<file path="src/rtl/fsm_counter_core.sv">
// ============================================================================
// Module      : fsm_counter_core
// Description : Run/done responder. It accepts a loop count N, spends N cycles
//               in RUN and then pulses done for one cycle.
// Revision    : 1.0 - initial release
// ============================================================================
`default_nettype none

module fsm_counter_core #(
  parameter int CNT_WIDTH = 7
) (
  input  logic                 clk,
  input  logic                 reset,
  input  logic                 i_run,
  input  logic [CNT_WIDTH-1:0] i_num_cnt,
  output logic                 o_idle,
  output logic                 o_running,
  output logic                 o_done,
  output logic [CNT_WIDTH-1:0] o_cnt_val
);

  typedef enum logic [1:0] {
    S_IDLE = 2'b00,
    S_RUN  = 2'b01,
    S_DONE = 2'b10
  } state_t;

  localparam logic [CNT_WIDTH-1:0] c_zero = '0;
  localparam logic [CNT_WIDTH-1:0] c_one  = {{(CNT_WIDTH-1){1'b0}}, 1'b1};

  state_t               r_state;
  logic [CNT_WIDTH-1:0] r_num_cnt;
  logic [CNT_WIDTH-1:0] r_cnt_val;
  logic                 r_idle;
  logic                 r_running;
  logic                 r_done;
  logic [CNT_WIDTH-1:0] w_last_cnt;
  logic                 w_is_done;

  // Final count of a run; only meaningful in RUN, where N is never zero.
  assign w_last_cnt = r_num_cnt - c_one;
  assign w_is_done  = (r_cnt_val == w_last_cnt);

  // Status flags are registered alongside the state so they stay one-hot.
  always_ff @(posedge clk) begin
    if (reset) begin
      r_state   <= S_IDLE;
      r_num_cnt <= c_zero;
      r_cnt_val <= c_zero;
      r_idle    <= 1'b1;
      r_running <= 1'b0;
      r_done    <= 1'b0;
    end else begin
      case (r_state)
        S_IDLE: begin
          if (i_run) begin
            r_num_cnt <= i_num_cnt;
            r_cnt_val <= c_zero;
            r_idle    <= 1'b0;
            if (i_num_cnt != c_zero) begin
              r_state   <= S_RUN;
              r_running <= 1'b1;
            end else begin
              r_state <= S_DONE;
              r_done  <= 1'b1;
            end
          end
        end
        S_RUN: begin
          if (w_is_done) begin
            r_state   <= S_DONE;
            r_cnt_val <= c_zero;
            r_running <= 1'b0;
            r_done    <= 1'b1;
          end else begin
            r_cnt_val <= r_cnt_val + c_one;
          end
        end
        S_DONE: begin
          r_state <= S_IDLE;
          r_done  <= 1'b0;
          r_idle  <= 1'b1;
        end
        default: begin
          r_state   <= S_IDLE;
          r_cnt_val <= c_zero;
          r_idle    <= 1'b1;
          r_running <= 1'b0;
          r_done    <= 1'b0;
        end
      endcase
    end
  end

  assign o_idle    = r_idle;
  assign o_running = r_running;
  assign o_done    = r_done;
  assign o_cnt_val = r_cnt_val;

endmodule

`default_nettype wire

</file>
<file path="config.mk">
export PLATFORM = sky130hd
export DESIGN_NAME = fsm_counter_core
export DESIGN_NICKNAME = d
export VERILOG_FILES = /design/src/rtl/fsm_counter_core.sv
export SDC_FILE = /design/constraint.sdc
export NUM_CORES = 1
export LEC_CHECK = 0
export BUFFER_PORTS_ARGS = -buffer_cell sky130_fd_sc_hd__buf_2
export CAP_MARGIN = 20
export CELL_PAD_IN_SITES_DETAIL_PLACEMENT = 0
export CELL_PAD_IN_SITES_GLOBAL_PLACEMENT = 2
export CORE_ASPECT_RATIO = 0.9
export CORE_UTILIZATION = 30
export DETAILED_ROUTE_END_ITERATION = 10
export GPL_TIMING_DRIVEN = 0
export PLACE_DENSITY = 0.77
export SLEW_MARGIN = 20
export SYNTH_ARGS = -nofsm -noshare
export SYNTH_HDL_FRONTEND = slang
export SYNTH_SLANG_ARGS = --single-unit
</file>
<file path="constraint.sdc">
create_clock -name clk -period 6.1 [get_ports clk]
set_input_delay 0.915 -clock clk [delete_from_list [all_inputs] [get_ports clk]]
set_output_delay 0.915 -clock clk [all_outputs]
set_load 0.02 [all_outputs]
</file>
==> results.md <==
* Final Max Slew Viols at 0
* CTS Buf Count at 3
* Antenna violations before repair at 0
* Synthesis Warnings at 0
* Pin count of the biggest net entering global routing at 13
* Max H-tree Level at 1
* Post-synthesis cell area at 0.00105 mm^2
* Syn avg cell area at about 8.8 um^2
* Cell count after synthesis at between 100 and 150
* Worst-skew pair later-pin latency at 260 ps
* Status: complete, no violations
* Pre-CTS WS at 3530 ps
* Post-CTS sizing at 0
* Power share of the clock group at 31.1%
* CP Buf/Inv Count at 1
* P_sw at 0.0887 mW
* Max Fanout on Critical Path at 3
* Setup TNS at 0 ps
* Final Hold Viols at 0
* Via-to-Cell Ratio at 4.86
* Synthesized flop and latch total at 19
* WP data required at between 6000 and 7000 ps
* Static Leak at 0.503 nW
* CP endpoint kind: register
* Reg-to-reg startpoint: r_num_cnt[0]$_SDFFE_PP0P_
* Vias at between 900 and 1k
* Slew @ Worst Pin at 554 ps
* CP startpoint: i_num_cnt[3]
* Post-DP HPWL at 1.82 mm
* Tightest Hold Check Type: reg2reg
* Critical-path cell list: buf_2 -> or4_1 -> nor4_1 -> o21ai_0 -> a22oi_2 -> and2_1
* Endpoints failing setup at 0
* Cell Rows at 20
* Endpoint of the lowest-slack register-to-register path: o_cnt_val[3]$_SDFFE_PP0P_
* First-pass GRT wire length at 3.99 mm
* Critical path depth in cells at 6
* Sink Count at 19
* Sw Ratio at 30.3%
* CP endpoint: r_state[1]$_SDFFE_PP0P_
* Proportion of layout cells with a drive suffix above 1 at 23.1%
* Top Family by Delay on Critical Path: simple AND/OR/NAND/NOR gates
* DIE AREA at 0.00375 mm^2
* Slew margin rel. at 62.8%
* Drt drc at 0
* Fin crit period at ~2300 ps
* Peak supply drop at 0.134 mV
* Post-DP Area at 0.00120 mm^2
* Critical Path AT at around 2500 ps
* Core Footprint at around 0.0034 mm^2
* GR Util All Layers at 14.3%
* Die Width at 64.5 um
* R2R setup slack at 3840 ps
* Comb power frac at between 20% and 30%
* Critical Path Source Type: input port
* Worst-case clock buffer depth at 2
* PD cells at 234 mW/mm^2
* Clk root buf: clkbuf_8
* Post CTS Setup Buffer Count at 0
* Syn Nets at 132
* Placer Congestion at between 0.7 and 0.8
* Grt total ovfl at 0
* CTS tree: yes
* Vias in the first global route at 850
* Sequential element share of the synthesized area at 36.1%
* 1st-pass router iterations at 4
* Final instance area at 0.00125 mm^2
* Overall die height at 58.2 um
* Cell type with the largest total area after synthesis: dfxtp_1
* Distinct cells, synth at 39
* Largest stage delay, worst path at 520 ps
* FMAX at 440 MHz
* Synth area leaders: dfxtp_1, nor2_1, xnor2_1
* Cell count of the worst reg-to-reg path at 9
* Port Buffers at 19
* Final ANT Viol Nets at 0
* Area Growth Syn to Fin at 18.9%
* Routed wire per std cell at 12.3 um
* Final period util at between 30% and 40%
* Reg power frac at 48.2%
* CTS Hold Bufs at 0
* Worst-path clk slew at about 80 ps
* P_int at just over 0.2 mW
* Skew final at 7.06 ps
* Final nets at 156
* Initial Util at 31.4%
* Max cap viols at 0
* Io pins at 20
* Wirelength, routed at roughly 2.3 mm
* WS Path Type: in2reg
* Slowest cell on crit path: or4_1
* Unrepaired setup endpoints after global routing: no
* Share of the synthesized area in the top cell type at roughly 36%
* 1st-iter DRT viols at 15
* Post-route setup slack at 3820 ps
* Number of diodes at 0
* Total power at 0.293 mW
==> flip-flops by register name (all words and copies together) (netlist names) <==
signal and cells:
o_cnt_val 7, r_state 2, o_done 1, r_num_cnt 7, o_idle 1, o_running 1
==> power groups by stage <==
| stage | sequential, mW | combinational, mW | clock [mW] |
|---|---|---|---|
| floorplan | 0.146 | 0.0429 | 0 |
| global placement | 0.144 | 0.0598 | 0 |
| detailed placement | 0.144 | 0.0613 | 0 |
| CTS | 0.142 | 0.0615 | 0.0974 |
| global route | 0.143 | 0.0687 | 0.101 |
| finish | 0.141 | 0.0607 | 0.0911 |
==> synthesized netlist by cell type <==
library cell and instances:
dfxtp_1 19, mux2i_1 5, o21bai_1 2, a311oi_2 1, and2_1 1, or4_1 2
nor4_1 1, nand3b_1 1, nand4b_1 2, o32ai_1 2, o31ai_4 1, o2bb2ai_1 1
nor3_1 2, xnor2_1 6, o21ai_0 1, nand4_1 3, nor4b_1 1, or3_4 1
nor2_1 24, o21ai_2 1, o21a_1 1, a22oi_2 1, ha_1 2, buf_2 2
nand2b_1 1, a21oi_1 5, and3_1 2, clkbuf_1 1, o31ai_1 1, buf_4 1
buf_1 1, nand2_1 8, a31oi_1 1, a2111oi_4 1, or4b_1 1, o21ba_2 1
a211oi_1 1, inv_1 6, xor2_1 6
==> layout make-up <==
type                    count  area [um^2]
plain buffers               5         25.0
clock buffers               3         41.3
clock inverters             1         7.51
fillers                   370         2100
inverters                   6         22.5
multi-input cells          90          626
flip-flops and latches     19          380
well taps                  44         55.1
repair buffers             19         95.1
==> placed cells by master, fill, tap and decap left out, types with 2 or more instances in the layout <==
cell,synthesis,final
dfxtp_1,19,19
or4_1,2,2
nor3_1,2,2
mux2i_1,5,5
xor2_1,6,6
nor2_1,24,24
xnor2_1,6,6
nand4_1,3,3
o21bai_1,2,2
o32ai_1,2,2
a21oi_1,5,5
inv_1,6,6
nand2_1,8,8
and3_1,2,2
ha_1,2,2
nand4b_1,2,2
clkbuf_8,0,3
buf_2,2,21
==> cells by family after synthesis <==
logic type | synth area share [%]
AND/OR/NAND/NOR | 23.8
AO/OA/AOI/OAI | 18.5
flip-flops | 36.1
XOR/XNOR | 9.98
buffers and inverters | 4.51
multiplexers | 4.75
adder cells (fa/ha/maj) | 2.37
==> stage by stage <==
step / hold WS, ps / std cells / utilization (%)
after global routing: 491 / 187 / 37.4
after floorplan: 482 / 120 / -
after CTS: 479 / 187 / 37.4
after global placement: 449 / 183 / 35.9
after detailed placement: 448 / 183 / 35.9
final: 470 / 187 / 37.4
==> layer usage <==
metal  routed length [um]  GRT usage, %  vias up
li1                     -             -      468
met1                 1120          17.9      415
met2                 1040          22.7       21
met3                  104          4.53        5
met4                   38          5.71        0
met5                    0             0        -
==> worst min-delay path, stage by stage, from the launching register on <==
cell and delay [ps]:
dfxtp_1 320, inv_1 50, o32ai_1 50
==> how the worst min path moves through the flow <==
stage / slack (ps) / start / to / cells after the start
floorplan: 480 / r_num_cnt[6]$_SDFFE_PP0P_ / r_num_cnt[6]$_SDFFE_PP0P_ / 2
global placement: 450 / o_done$_SDFFE_PP0P_ / o_done$_SDFFE_PP0P_ / 1
detailed placement: 450 / o_done$_SDFFE_PP0P_ / o_done$_SDFFE_PP0P_ / 1
CTS: 480 / o_running$_SDFFE_PP0P_ / o_running$_SDFFE_PP0P_ / 2
global route: 490 / o_done$_SDFFE_PP0P_ / o_done$_SDFFE_PP0P_ / 1
finish: 470 / o_running$_SDFFE_PP0P_ / o_running$_SDFFE_PP0P_ / 2
No activity file was read; power rests on OpenSTA's default activity.
